<file path="src/rtl/rs485_pkg.sv">
// Shared types and pin constants for the RS-485 transceiver sequencer bank.
package rs485_pkg;

  typedef enum logic [2:0] {
    PARK = 3'd0,
    RX   = 3'd1,
    PRE  = 3'd2,
    DATA = 3'd3,
    POST = 3'd4
  } chan_state_t;

  localparam logic PARK_D   = 1'b0;
  localparam logic PARK_NRE = 1'b1;
  localparam logic PARK_DE  = 1'b0;
  localparam logic IDLE_BIT = 1'b1;

  // True while the channel owns the bus (DE asserted).
  function automatic logic is_driving(input chan_state_t s);
    return (s == PRE) || (s == DATA) || (s == POST);
  endfunction

endpackage

</file>
<file path="src/rtl/rs485_chan.sv">
// One half-duplex RS-485 channel: direction-turnaround FSM, guard counter, tx bit register, rx synchroniser.
// Optional rx glitch filter selected by RS485_RX_FILTER_EN.
module rs485_chan
  import rs485_pkg::*;
#(
  parameter int GUARD_PRE  = 4,
  parameter int GUARD_POST = 4
`ifdef RS485_RX_FILTER_EN
  ,
  parameter int FILT_LEN   = 3
`endif
) (
  input  logic       clk,
  input  logic       rst,
  input  logic       ch_en_i,
  input  logic       tx_req_i,
  input  logic       tx_d_i,
  output logic       tx_rdy_o,
  output logic       tx_abort_o,
  output logic       busy_o,
  output logic       line_d_o,
  output logic       line_nre_o,
  output logic       line_de_o,
  input  logic       line_r_i,
  output logic       rx_q_o,
  output logic [2:0] state_o
);

  localparam int GMAX = (GUARD_PRE > GUARD_POST) ? GUARD_PRE : GUARD_POST;
  localparam int CW   = $clog2(GMAX + 1);

  chan_state_t   state_q, state_d;
  logic [CW-1:0] cnt_q, cnt_d;
  logic          bit_q, bit_d;
  logic          abort_d;
  logic          line_d_d, line_nre_d, line_de_d, rdy_d, busy_d;
  logic          line_d_q, line_nre_q, line_de_q, rdy_q, busy_q, abort_q;
  logic          sync1_q, sync2_q;

  always_comb begin
    state_d = state_q;
    cnt_d   = cnt_q;
    bit_d   = bit_q;
    abort_d = 1'b0;
    if (!ch_en_i) begin
      state_d = PARK;
      abort_d = is_driving(state_q);
    end else begin
      case (state_q)
        PARK: state_d = RX;
        RX: begin
          if (tx_req_i) begin
            state_d = PRE;
            cnt_d   = CW'(GUARD_PRE - 1);
          end
        end
        PRE: begin
          if (cnt_q == '0) begin
            if (tx_req_i) begin
              state_d = DATA;
              bit_d   = IDLE_BIT;
            end else begin
              state_d = POST;
              cnt_d   = CW'(GUARD_POST - 1);
            end
          end else begin
            cnt_d = cnt_q - 1'b1;
          end
        end
        DATA: begin
          if (!tx_req_i) begin
            state_d = POST;
            cnt_d   = CW'(GUARD_POST - 1);
          end else begin
            bit_d = tx_d_i;
          end
        end
        POST: begin
          if (cnt_q == '0) begin
            state_d = RX;
          end else begin
            cnt_d = cnt_q - 1'b1;
          end
        end
        default: state_d = PARK;
      endcase
    end
  end

  // Pins are decoded from the next state so they leave the flops aligned with state_q.
  always_comb begin
    line_d_d   = PARK_D;
    line_nre_d = PARK_NRE;
    line_de_d  = PARK_DE;
    case (state_d)
      RX: begin
        line_d_d   = 1'b0;
        line_nre_d = 1'b0;
        line_de_d  = 1'b0;
      end
      PRE, POST: begin
        line_d_d   = IDLE_BIT;
        line_nre_d = 1'b1;
        line_de_d  = 1'b1;
      end
      DATA: begin
        line_d_d   = bit_d;
        line_nre_d = 1'b1;
        line_de_d  = 1'b1;
      end
      default: ;
    endcase
    rdy_d  = (state_d == DATA);
    busy_d = is_driving(state_d);
  end

  always_ff @(posedge clk) begin
    if (rst) begin
      state_q    <= PARK;
      cnt_q      <= '0;
      bit_q      <= IDLE_BIT;
      line_d_q   <= PARK_D;
      line_nre_q <= PARK_NRE;
      line_de_q  <= PARK_DE;
      rdy_q      <= 1'b0;
      busy_q     <= 1'b0;
      abort_q    <= 1'b0;
      sync1_q    <= IDLE_BIT;
      sync2_q    <= IDLE_BIT;
    end else begin
      state_q    <= state_d;
      cnt_q      <= cnt_d;
      bit_q      <= bit_d;
      line_d_q   <= line_d_d;
      line_nre_q <= line_nre_d;
      line_de_q  <= line_de_d;
      rdy_q      <= rdy_d;
      busy_q     <= busy_d;
      abort_q    <= abort_d;
      sync1_q    <= line_r_i;
      sync2_q    <= sync1_q;
    end
  end

`ifdef RS485_RX_FILTER_EN
  logic [FILT_LEN-1:0] hist_q, hist_d;
  logic                filt_q, filt_d;

  // Output flips only once the whole window of synchronised samples agrees.
  always_comb begin
    hist_d = {hist_q[FILT_LEN-2:0], sync2_q};
    filt_d = filt_q;
    if (hist_d == '0) begin
      filt_d = 1'b0;
    end else if (&hist_d) begin
      filt_d = 1'b1;
    end
  end

  always_ff @(posedge clk) begin
    if (rst || (state_d == RX && state_q != RX)) begin
      hist_q <= '1;
      filt_q <= IDLE_BIT;
    end else begin
      hist_q <= hist_d;
      filt_q <= filt_d;
    end
  end

  assign rx_q_o = (state_q == RX) ? filt_q : IDLE_BIT;
`else
  assign rx_q_o = (state_q == RX) ? sync2_q : IDLE_BIT;
`endif

  assign tx_rdy_o   = rdy_q;
  assign tx_abort_o = abort_q;
  assign busy_o     = busy_q;
  assign line_d_o   = line_d_q;
  assign line_nre_o = line_nre_q;
  assign line_de_o  = line_de_q;
  assign state_o    = state_q;

endmodule

</file>
<file path="src/rtl/rs485_chan_bank.sv">
// Bank of NCH independent RS-485 transceiver sequencers; state_dbg packs each channel's FSM state (3 bits each).
// Optional rx glitch filter selected by RS485_RX_FILTER_EN.
module rs485_chan_bank
  import rs485_pkg::*;
#(
  parameter int NCH        = 22,
  parameter int GUARD_PRE  = 4,
  parameter int GUARD_POST = 4
`ifdef RS485_RX_FILTER_EN
  ,
  parameter int FILT_LEN   = 3
`endif
) (
  input  logic             clk,
  input  logic             rst,
  input  logic [NCH-1:0]   ch_en,
  input  logic [NCH-1:0]   tx_req,
  input  logic [NCH-1:0]   tx_d,
  output logic [NCH-1:0]   tx_rdy,
  output logic [NCH-1:0]   tx_abort,
  output logic [NCH-1:0]   busy,
  output logic [NCH-1:0]   line_d,
  output logic [NCH-1:0]   line_nre,
  output logic [NCH-1:0]   line_de,
  input  logic [NCH-1:0]   line_r,
  output logic [NCH-1:0]   rx_q,
  output logic [3*NCH-1:0] state_dbg
);

  for (genvar i = 0; i < NCH; i++) begin : g_ch
    rs485_chan #(
      .GUARD_PRE (GUARD_PRE),
      .GUARD_POST(GUARD_POST)
`ifdef RS485_RX_FILTER_EN
      ,
      .FILT_LEN  (FILT_LEN)
`endif
    ) u_chan (
      .clk       (clk),
      .rst       (rst),
      .ch_en_i   (ch_en[i]),
      .tx_req_i  (tx_req[i]),
      .tx_d_i    (tx_d[i]),
      .tx_rdy_o  (tx_rdy[i]),
      .tx_abort_o(tx_abort[i]),
      .busy_o    (busy[i]),
      .line_d_o  (line_d[i]),
      .line_nre_o(line_nre[i]),
      .line_de_o (line_de[i]),
      .line_r_i  (line_r[i]),
      .rx_q_o    (rx_q[i]),
      .state_o   (state_dbg[3*i +: 3])
    );
  end

endmodule

</file>
<file path="config.mk">
export PLATFORM = sky130hd
export DESIGN_NAME = rs485_chan_bank
export DESIGN_NICKNAME = d
export VERILOG_FILES = /design/src/rtl/rs485_pkg.sv /design/src/rtl/rs485_chan.sv /design/src/rtl/rs485_chan_bank.sv
export SDC_FILE = /design/constraint.sdc
export NUM_CORES = 1
export LEC_CHECK = 0
export CORE_MARGIN = 4
export CORE_UTILIZATION = 53
export CTS_BUF_LIST = sky130_fd_sc_hd__clkbuf_16
export DETAILED_ROUTE_END_ITERATION = 8
export GPL_TIMING_DRIVEN = 1
export PLACE_DENSITY = 0.91
export SYNTH_ARGS = -nofsm -noshare
export SYNTH_HDL_FRONTEND = slang
export SYNTH_SLANG_ARGS = --single-unit
</file>
<file path="constraint.sdc">
create_clock -name clk -period 2.56 [get_ports clk]
set_input_delay 0.512 -clock clk [delete_from_list [all_inputs] [get_ports clk]]
set_output_delay 0.512 -clock clk [all_outputs]
set_load 0.005 [all_outputs]
</file>
Yosys cells after proc, flatten, opt, wreduce, memory -nomap -nowiden

Cells that the tools add are included.

Flip-flop bits (word level): 330
Bits of input ports: 90
Output and inout bits: 220
Logic and storage cells: 1188

Add/sub/neg operators: 22
Equal/unequal tests: 220
Muxes and demuxes: 462
Reduce and logical (&&, ||, !) cells: 242

Operators by type and width:

| kind                  | number |
|---|---|
| $mux W3               | 220 |
| $pmux W3 S5           | 22 |
| $eq A3 B2 Y1 const B  | 88 |
| $pmux W3 S4           | 22 |
| $mux W1               | 154 |
| $eq A3 B1 Y1 const B  | 44 |
| $eq A3 B3 Y1 const B  | 44 |
| $logic_not A3 Y1      | 44 |
| $logic_or A1 B1 Y1    | 88 |
| $ne A2 B2 Y1 const B  | 44 |
| $pmux W1 S2           | 44 |
| $reduce_and A4 Y1     | 22 |
| $reduce_bool A4 Y1    | 22 |
| $reduce_or A2 Y1      | 44 |
| $reduce_or A3 Y1      | 22 |
| $sub A3 B1 Y3 const B | 22 |

Longest topological paths before layout

Gate-level depths: netlist (run 1).

Depth after elaboration: 7
Mapped depth: 8
Mapped depth without buffers: 8

Cells and area by module

A second synthesis (run 1) with hierarchy kept.

Cells, all modules: 1864
Area, all modules: 16991.3 um^2

By module, submodules not included:

| module                           | times used | cells each | area an instance (um^2) | sequential area each (um^2) |
|---|---|---|---|---|
| rs485_chan (g_ch[14].u_chan ...) | 16         | 85         | 772.0                   | 280.3 |
| rs485_chan (g_ch[0].u_chan ...)  | 6          | 84         | 773.2                   | 280.3 |

Worst setup path after synthesis (run 1)

No wires, ideal clock.

Path kind: register to output
From: register g_ch[4].u_chan.state_q[0]
To: output port rx_q[4]
Data arrival time: 1.357 ns
Required time: 2.048 ns
Path slack: 0.691 ns
Stages on the path, launching flop included: 4
Path through: dfxtp_1 > clkbuf_1 > or4b_2 > buf_4

Longest elaborated chain between the ends: 2

Ends and longest elaborated chain:

| item                   | RTL line              | RTL |
|---|---|---|
| start, declared        | rs485_chan.sv:32      | `chan_state_t state_q, state_d;` |
| start signal, assigned | rs485_chan.sv:131     | `state_q <= state_d;` |
| $eq A3 B1 Y1           | rs485_chan.sv:172     | `assign rx_q_o = (state_q == RX) ? sync2_q : IDLE_BIT;` |
| $mux W1                | rs485_chan.sv:172     |  |
| end, declared          | rs485_chan_bank.sv:26 | `output logic [NCH-1:0] rx_q,` |

Every way passes these cells.

Final worst setup path (run 1)

From: register g_ch[1].u_chan.state_q[0]
To: output port rx_q[1]

Longest elaborated chain between the ends: 2

Ends and longest elaborated chain:

| item                   | RTL line |
|---|---|
| start, declared        | rs485_chan.sv:32 |
| start signal, assigned | rs485_chan.sv:131 |
| $eq A3 B1 Y1           | rs485_chan.sv:172 |
| $mux W1                | rs485_chan.sv:172 |

Every way passes these cells.

==> results_dict.tcl, run 1 <==
set metrics [dict create \
    status "finished, final reports clean" \
    post_cts_buffers 0 \
    final_nets 2233 \
    yosys_register_bits 330 \
    finalSetupViolCount 0 \
    dr.first_iter.drc_count 1056 \
    htree_levels 2 \
    holdCritPathClass "in2reg" \
    final_core_util_pct 64.9 \
    io_buffers 309 \
    start_util_pct 53.9 \
    cp_max_fo 11 \
    dr.pass1.iters 8 \
    cts_root_buffer "clkbuf_16" \
    cp-end-kind "output port" \
    rows 64 \
    fin_crit_ns 2.49 \
    overflow 0 \
    place_congestion 0.927 \
    die_y_microns 185 \
    dp_hpwl_microns 29800 \
    path_clk_slew_ns 0.06 \
    grt_pass1_vias 14200 \
    dieArea_sq_um 34100 \
    synthTopCellsByArea "dfxtp_1 40%, buf_4 7.1%, a21oi_1 4.0%" \
    timing.hold.ws_ns 0.385 \
    path_class "reg2out" \
    antenna_found_initial 2 \
    stdcell_count 2520 \
    fmax_ghz 0.402 \
    clockBufferDepth 3 \
    rsz0062_at_grt "no" \
    wirelength_microns 42500 \
    grt_pass1_wl_microns 69500 \
    core-area_sq_um 30700 \
    p_leak_uw 0.00750 \
    synth_top_area_share_pct 39.9 \
    worst_pin_slew_ns 0.618 \
    synth_edf_count 0 \
    syn-num-nets 2125 \
    whs_path_depth 3 \
    die_w_microns 185 \
    worstRegToRegCells 5 \
    grt_max_degree 137 \
    drcViolationCount 0 \
    clock_sinks 330 \
    crit_required_ns 2.05 \
    holdBufCountCts 0 \
    ant_nets 0 \
    seq_area_frac_synth_pct 39.9 \
    finalMaxSlewViolations 0 \
    cts_tree "built" \
    cts_resized 24 \
    async_flop_share_pct 0 \
    ys_warn_count 0 \
    wl_per_cell_microns 16.9 \
    yosysMostFrequentCell "dfxtp_1" \
    clock_latency_ns 0.50 \
    peakVddDrop_mv 0.619 \
    slew_headroom_pct 58.8 \
    num_vias 14700 \
    cp_data_arrival_time_ns 1.98 \
    drv_cap 0 \
    syn_area_per_cell_sq_um 8.31 \
    hold_violations 0 \
    synthFlopType "dfxtp_1" \
    place_inst 2456 \
    layout-drive-gt1-share_pct 8.67 \
    powerDensity_nw_per_um2 591 \
    synth_common_cells "330 x dfxtp_1, 156 x buf_4, 154 x nor2_1, 141 x nand2_1, 131 x a21oi_1" \
    fin_crit_sh_pct 97.2 \
    synth_top_cell_by_area "dfxtp_1" \
    synth_area_sq_um 16500 \
    areaGrowthSynthToFinish_pct 20.4 \
    grtUsageTotal_pct 23.8 \
    syn_inst 1991 \
    via_per_inst 5.82 \
    cp-start-kind "register" \
    setup_tns_ns 0 \
    cts_buffers 37 \
    ios 310 \
    yosysUniqueCellTypes 82 \
    fin_skew_ns 0.0141 \
]
## worst paths after layout
kind,startpoint,endpoint,slack [ns]
max,g_ch[1].u_chan.state_o[0]$_SDFF_PP0_,rx_q[1],0.07
max reg2reg,g_ch[15].u_chan.state_o[1]$_SDFF_PP0_,g_ch[15].u_chan.cnt_q[2]$_SDFFE_PP0P_,0.60
min reg2reg,g_ch[21].u_chan.sync1_q$_SDFF_PP1_,g_ch[21].u_chan.sync2_q$_SDFF_PP1_,0.40
min,rst,g_ch[7].u_chan.bit_q$_SDFF_PP1_,0.39
## through the flow
stage          instance area (sq um)  power (uW)  setup slack, ns
6_report                       19900       11800           0.0713
2_1_floorplan                  16500        6300            0.691
4_1_cts                        19900       11900          0.00225
5_1_grt                        19900       12300          0.00129
3_5_place_dp                   18700        6790            0.275
3_3_place_gp                   18700        6740            0.396
## cell type report
cell class	instances	area, sq um
repair buffers	328	3270
flip-flops and latches	330	6670
clock inverters	26	220
well taps	396	495
fillers	2356	10800
multi-input cells	1294	7920
inverters	108	405
clock buffers	37	926
diodes	1	2.50
## registers in the layout, summed over array words and instances (netlist names)
name / count
g_ch.u_chan.line_de_o: 22
g_ch.u_chan.bit_q: 22
g_ch.u_chan.sync2_q: 22
g_ch.u_chan.state_o: 66
g_ch.u_chan.tx_abort_o: 22
g_ch.u_chan.tx_rdy_o: 22
g_ch.u_chan.sync1_q: 22
g_ch.u_chan.busy_o: 22
g_ch.u_chan.cnt_q: 66
g_ch.u_chan.line_d_o: 22
g_ch.u_chan.line_nre_o: 22
## logic make-up (layout without fill, tap and decap cells)
kind of cell	Yosys count	count (layout)	share of synthesized area (%)
simple gates	747	747	24.2
compound gates	491	491	19.7
buf+inv	367	499	12.2
flops	330	330	39.9
fa+ha+maj	44	44	3.33
xor+xnor	10	10	0.530
mux	2	2	0.121
other cells	0	1	0
## power by group
part / switching [uW] / leakage, uW / internal, uW
combinational: 693 / 0.00421 / 601
sequential: 121 / 0.00270 / 5290
clock: 2100 / 0.000583 / 2950
total: 2920 / 0.00750 / 8840
## critical path, cell delays in order (launching register included)
cell and delay (ns):
dfxtp_4 0.40, inv_1 0.10, or4_1 0.51, clkdlybuf4s50_1 0.47
## routing by layer
layer	GRT usage [%]	wire, microns
met5	0	13
met2	41.7	20800
met4	9.01	1590
met3	4.80	3240
met1	29.0	16900
## layout by cell type (no fill, tap or decap), types with 7 or more instances in the layout
| cell type | Yosys | final |
|---|---|---|
| a32o_1 | 8 | 8 |
| a21boi_0 | 21 | 21 |
| and2_1 | 17 | 17 |
| dfxtp_4 | 0 | 12 |
| nor4b_1 | 9 | 9 |
| a221oi_1 | 8 | 8 |
| o22ai_1 | 21 | 21 |
| or3_1 | 12 | 12 |
| a21o_1 | 11 | 11 |
| nor2_1 | 154 | 154 |
| nor3_1 | 42 | 42 |
| clkbuf_16 | 0 | 37 |
| nor4_1 | 15 | 15 |
| o21a_1 | 10 | 10 |
| buf_4 | 156 | 18 |
| o31a_1 | 8 | 8 |
| inv_1 | 108 | 110 |
| nand2b_1 | 65 | 65 |
| and3_1 | 8 | 8 |
| ha_1 | 44 | 44 |
| o211ai_1 | 10 | 10 |
| or2_2 | 57 | 57 |
| clkdlybuf4s50_1 | 0 | 303 |
| a211oi_1 | 27 | 27 |
| a22oi_1 | 7 | 7 |
| nand2_1 | 141 | 141 |
| o311ai_0 | 13 | 13 |
| or4_1 | 21 | 21 |
| nor3b_1 | 10 | 10 |
| o31ai_1 | 9 | 9 |
| nor2b_1 | 93 | 93 |
| clkinv_2 | 0 | 10 |
| a21oi_1 | 131 | 131 |
| dfxtp_2 | 0 | 14 |
| nand3b_1 | 13 | 13 |
| nand3_1 | 49 | 49 |
| o21ai_0 | 100 | 100 |
| o32ai_1 | 16 | 16 |
| a31oi_1 | 16 | 16 |
| dfxtp_1 | 330 | 304 |
(Power assumes the default switching activity.)
==> inputs of run 2 (changes only) <==
Settings changed: ABC_AREA set to 1, CORE_UTILIZATION 53 to 54, PLACE_DENSITY 0.91 to 0.82.
==> results_dict.tcl, run 2 <==
set metrics [dict create \
    combPwrFrac_pct 11.0 \
    synth_edf_count 0 \
    yosysUniqueCellTypes 45 \
    slew_headroom_pct 67.1 \
    finalSetupViolCount 0 \
    worst_pin_slew_ns 0.494 \
    yosysMostFrequentCell "nand2_1" \
    p_leak_uw 0.00936 \
    busiest_layer "met2" \
    fin_crit_sh_pct 96.4 \
    use_met3_pct 7.37 \
    syn_inst 2505 \
    cp_max_fo 7 \
    setup_tns_ns 0 \
    drcViolationCount 0 \
    p_total_uw 12000 \
    antennaDiodeCount 0 \
    status "finished, final reports clean" \
    dp_hpwl_microns 31800 \
    switchingPower_uw 2980 \
    slowest_stage "dfxtp_1" \
    synth_top_area_share_pct 38.6 \
    clock_latency_ns 0.51 \
    synth_top_cell_by_area "dfxtp_1" \
    io_buffers 309 \
    clockBufferDepth 3 \
    num_vias 16000 \
    areaGrowthSynthToFinish_pct 21.1 \
    die_y_microns 186 \
    synth_area_sq_um 17100 \
    layout_common_cells "552 x nand2_1, 358 x nor2_1, 345 x inv_1" \
    cp-end-kind "output port" \
    cp-start-kind "register" \
    drv_cap 0 \
    overflow 0 \
    fin_skew_ns 0.0109 \
    syn_area_per_cell_sq_um 6.84 \
    cp_cell_sequence "nand3_1 -> or2_2 -> clkdlybuf4s50_1" \
    htree_levels 2 \
    ant_nets 0 \
    n_fill_cell 2538 \
    place_congestion 0.958 \
    seq_area_frac_synth_pct 38.6 \
    antenna_found_initial 1 \
    clock_sinks 330 \
    final_nets 2808 \
    stdcell_count 3098 \
    wl_per_cell_microns 14.0 \
    grt_use_met1_pct 28.7 \
    crit_required_ns 2.05 \
    syn-num-nets 2639 \
    die_w_microns 186 \
    fmax_ghz 0.405 \
    cts_tree "built" \
    rsz0062_at_grt "no" \
    fin_area_sq_um 20700 \
    dr.pass1.iters 6 \
    ys_warn_count 0 \
    powerDensity_nw_per_um2 580 \
    start_util_pct 55.4 \
    ios 310 \
    path_clk_slew_ns 0.06 \
    multi_input_area_sq_um 7860 \
    sw_frac_of_total_pct 24.8 \
    peakVddDrop_mv 0.465 \
    cts_buffers 38 \
    place_area_sq_um 19500 \
    grt_pass1_wl_microns 70300 \
    core-area_sq_um 30900 \
    grtUsageTotal_pct 24.0 \
    fin_crit_ns 2.47 \
    synthTopCellsByArea "dfxtp_1 39%, nand2_1 12%, nor2_1 7.9%" \
    clkPwrFrac_pct 44.0 \
    finalMaxSlewViolations 0 \
    layout_commonest_cell "nand2_1" \
    yosys_register_bits 330 \
    via_per_inst 5.15 \
    rows 64 \
    path_class "reg2out" \
    grt_max_degree 76 \
    synth_common_cells "552 x nand2_1, 359 x nor2_1, 337 x inv_1, 330 x dfxtp_1, 178 x nand3_1" \
    met2_usage_pct 41.3 \
    hold_violations 0 \
    holdCritPathClass "reg2reg" \
    grt_pass1_vias 15300 \
    cp_data_arrival_time_ns 1.96 \
    place_inst 3030 \
    pwr-share-seq_pct 45.1 \
    cts_root_buffer "clkbuf_16" \
    synthFlopType "dfxtp_1" \
    p_int_uw 9040 \
    dieArea_sq_um 34600 \
    async_flop_share_pct 0 \
    layout-drive-gt1-share_pct 8.07 \
    wirelength_microns 43300 \
    regArea_sq_um 6620 \
    dr.first_iter.drc_count 1134 \
    slowest_delay_ns 0.50 \
    post_cts_buffers 0 \
]
run 2: changes by cell type after synthesis, moves of 65 or more:
| cell | delta |
|---|---|
| nand2b_1 | -65 |
| inv_1 | +229 |
| nand2_1 | +411 |
| nor2_1 | +205 |
| nor2b_1 | -93 |
| nand3_1 | +129 |
run 2: layout make-up:
class	instances	area share (%)
clock buffer	41	4.95
clock inverter	27	0.959
inverter	366	6.64
multi-input combinational	1622	37.9
sequential	330	31.9
tap	396	2.39
timing repair buffer	316	15.3
run 2: layer usage:
layer  wire, microns  up-vias
met5              20        -
met4            1090        2
met3            3950       94
met2           20200      637
met1           18000     7186
li1                -     8033
run 2: metrics by stage:
stage	util, %	setup slack, ns	hold slack, ns
5_1_grt	67.1	0.00356	0.415
3_5_place_dp	63.1	0.496	0.393
2_1_floorplan	-	0.931	0.389
6_report	67.1	0.0918	0.406
3_3_place_gp	63.1	0.567	0.391
4_1_cts	67.1	0.0351	0.396
run 2: logic make-up after synthesis:
| family | after synthesis | synth area share (%) |
|---|---|---|
| adders and majority gates | 44 | 3.21 |
| and+or+nand+nor | 1285 | 32.9 |
| xor gates and xnor gates | 22 | 1.12 |
| DFF | 330 | 38.6 |
| buffers and inverters | 553 | 15.6 |
| AOI/OAI and AO/OA | 271 | 8.55 |
run 2: repair_timing:
action	in CTS	in global routing
hold buffers	0	0
cloned	0	0
resized for setup	3	6
setup endpoints to repair	3	5
run 2: power by group through the flow:
stage | logic, uW | registers, uW | clock network [uW]
CTS | 1320 | 5420 | 5410
global route | 1480 | 5440 | 5630
detailed placement | 1300 | 5520 | 0
finish | 1320 | 5420 | 5290
global placement | 1270 | 5520 | 0
floorplan | 834 | 5490 | 0
run 2: critical path, delay by kind of cell (launching register included):
kind / cells / cell delay (ns)
buffers and inverters: 1 / 0.47
DFF: 1 / 0.50
and+or+nand+nor: 2 / 0.48
run 2: path summary, 6_finish.rpt:
kind                                         start                               endpoint  slack, ns  cells past startpoint
min reg2reg     g_ch[13].u_chan.sync1_q$_SDFF_PP1_     g_ch[13].u_chan.sync2_q$_SDFF_PP1_       0.41                      1
max reg2reg  g_ch[21].u_chan.cnt_q[0]$_SDFFE_PP0P_  g_ch[21].u_chan.cnt_q[0]$_SDFFE_PP0P_       0.81                     10
min             g_ch[13].u_chan.sync1_q$_SDFF_PP1_     g_ch[13].u_chan.sync2_q$_SDFF_PP1_       0.41                      1
max           g_ch[2].u_chan.state_o[0]$_SDFF_PP0_                                rx_q[2]       0.09                      3
==> inputs of run 3 (changes only) <==
--- a/config.mk
+++ b/config.mk
@@ -9,9 +9,11 @@
 export CORE_MARGIN = 4
-export CORE_UTILIZATION = 54
+export CORE_UTILIZATION = 53
 export CTS_BUF_LIST = sky130_fd_sc_hd__clkbuf_16
+export CTS_CLUSTER_DIAMETER = 80
 export DETAILED_ROUTE_END_ITERATION = 8
 export GPL_TIMING_DRIVEN = 1
-export PLACE_DENSITY = 0.82
+export PLACE_DENSITY = 0.81
 export SYNTH_ARGS = -nofsm -noshare
 export SYNTH_HDL_FRONTEND = slang
+export SYNTH_HIERARCHICAL = 1
 export SYNTH_SLANG_ARGS = --single-unit
--- a/constraint.sdc
+++ b/constraint.sdc
@@ -3,2 +3,2 @@
 set_output_delay 0.512 -clock clk [all_outputs]
-set_load 0.005 [all_outputs]
+set_load 0.05 [all_outputs]
==> results_dict.tcl, run 3 <==
set metrics [dict create \
    status "finished, final reports clean" \
    dr_wl_met2_microns 20500 \
    peakVddDrop_mv 0.596 \
    wl_per_cell_microns 13.3 \
    grt_pass1_vias 16400 \
    clock_sinks 308 \
    setup_tns_ns 0 \
    path_buf_inv 1 \
    rsz0062_at_grt "no" \
    crit_required_ns 2.05 \
    synth_area_sq_um 16800 \
    grtUsageTotal_pct 24.7 \
    dieArea_sq_um 34600 \
    place_congestion 0.905 \
    final_nets 3009 \
    rows 64 \
    layout_common_cells "658 x nand2_1, 357 x inv_1, 308 x dfxtp_1" \
    cts_root_buffer "clkbuf_16" \
    areaGrowthSynthToFinish_pct 27.1 \
    rrSetupSlack_ns 0.91 \
    synthTopCellsByArea "dfxtp_1 37%, nand2_1 15%, inv_1 7.9%" \
    seq_area_frac_synth_pct 36.7 \
    drcViolationCount 0 \
    cp_data_arrival_time_ns 1.90 \
    synth_top_cell_by_area "dfxtp_1" \
    reg2reg_from "g_ch[20].u_chan/cnt_q[0]$_SDFFE_PP0P_" \
    ant_nets 0 \
    cp-end-kind "output port" \
    htree_levels 2 \
    fmax_ghz 0.415 \
    synth_top_area_share_pct 36.7 \
    yosysMostFrequentCell "nand2_1" \
    overflow 0 \
    highest_layer "met5" \
    cpLargestDelayFamily "buffers and inverters" \
    drv_cap 0 \
    powerDensity_nw_per_um2 549 \
    layout_commonest_cell "nand2_1" \
    finalMaxSlewViolations 0 \
    dp_hpwl_microns 32800 \
    synthFlopType "dfxtp_1" \
    yosys_register_bits 308 \
    fin_crit_sh_pct 94.1 \
    clockBufferDepth 3 \
    path_class "reg2out" \
    syn_inst 2560 \
    grt_pass1_wl_microns 74000 \
    dr.first_iter.drc_count 1384 \
    via_per_inst 5.11 \
    fin_skew_ns 0.0119 \
    num_vias 16900 \
    holdCritPathClass "reg2reg" \
    start_util_pct 54.4 \
    cp_cell_sequence "clkdlybuf4s50_1" \
    met1Wirelength_microns 18700 \
    slowest_delay_ns 0.92 \
    syn_area_per_cell_sq_um 6.57 \
    cp-startpoint "g_ch[15].u_chan/state_o[2]$_SDFF_PP0_" \
    final_core_util_pct 69.2 \
    worst_pin_slew_ns 0.731 \
    r2r-end "g_ch[20].u_chan/line_d_o$_SDFF_PP0_" \
    yosysUniqueCellTypes 24 \
    cp_max_fo 8 \
    hold_violations 0 \
    cp-start-kind "register" \
    async_flop_share_pct 0 \
    hold_end "g_ch[15].u_chan/sync2_q$_SDFF_PP1_" \
    met3_wirelength_microns 3630 \
    die_w_microns 186 \
    ys_warn_count 6 \
    min-delay-start "g_ch[15].u_chan/sync1_q$_SDFF_PP1_" \
    synth_edf_count 0 \
    io_buffers 309 \
    pre_cts_ws_ns 0.430 \
    fin_crit_ns 2.41 \
    fin_ws_ns 0.152 \
    layout-drive-gt1-share_pct 11.9 \
    path_clk_slew_ns 0.06 \
    post_cts_buffers 0 \
    n_fill_cell 2533 \
    antenna_found_initial 4 \
    dr.pass1.iters 6 \
    slowest_stage "clkdlybuf4s50_1" \
    worstRegToRegCells 10 \
    core-area_sq_um 30900 \
    cts_tree "built" \
    finalSetupViolCount 0 \
    synth_common_cells "658 x nand2_1, 352 x inv_1, 308 x dfxtp_1, 302 x nor2_1, 236 x nand3_1" \
    clock_latency_ns 0.50 \
    whs_path_depth 1 \
    cts_buffers 35 \
    grt_max_degree 76 \
    p_leak_uw 0.00953 \
    syn-num-nets 2694 \
    wirelength_microns 43800 \
    slew_headroom_pct 51.2 \
    die_y_microns 186 \
    ios 310 \
]
run 3: layout make-up:
type                       instances  area (sq um)  share of cell area (%)
antenna                            1          2.50                  0.0117
clock buffer                      37           926                    4.33
clock inverter                    24           201                   0.942
inverter                         390          1460                    6.85
multi-input combinational       1818          8920                    41.7
sequential                       308          6170                    28.8
tap                              396           495                    2.32
timing repair buffer             322          3200                    15.0
run 3: how the worst max path moves through the flow:
stage,depth (start not counted),to
3_3_place_gp,4,rx_q[14]
2_1_floorplan,3,rx_q[0]
5_1_grt,4,rx_q[19]
4_1_cts,4,rx_q[2]
6_report,1,state_dbg[47]
3_5_place_dp,4,rx_q[14]
run 3: metrics by stage:
stage,instance area [sq um],instances,power (uW),hold WS [ns]
2_1_floorplan,16800,2560,6320,0.389
3_3_place_gp,20200,3234,6860,0.391
3_5_place_dp,20200,3234,6910,0.395
4_1_cts,21400,3295,11800,0.406
5_1_grt,21400,3296,12300,0.416
6_report,21400,3296,11700,0.402
run 3: metal layers:
metal	global-route usage, %	vias to the layer above
met1	30.8	7534
li1	-	8621
met3	6.25	96
met4	6.59	4
met2	42.7	604
met5	0	-
run 3: repair_timing:
action / CTS / global route
resized for setup: 14 / 7
gates cloned: 0 / 0
setup endpoints to repair: 14 / 7
hold buffers: 0 / 0
hold endpoints to repair: 0 / 0
run 3: cell families after synthesis:
kind of cell | Yosys count | synth area share [%]
and+or+nand+nor | 1472 | 39.9
buffers and inverters | 434 | 10.3
DFF | 308 | 36.7
AOI/OAI and AO/OA | 286 | 9.06
adders and majority gates | 44 | 3.27
xor gates and xnor gates | 16 | 0.833
run 3: report_power, final:
part / internal (uW) / switching (uW) / total, uW
registers: 4940 / 101 / 5040
logic: 599 / 1180 / 1780
clock network: 2920 / 1990 / 4910
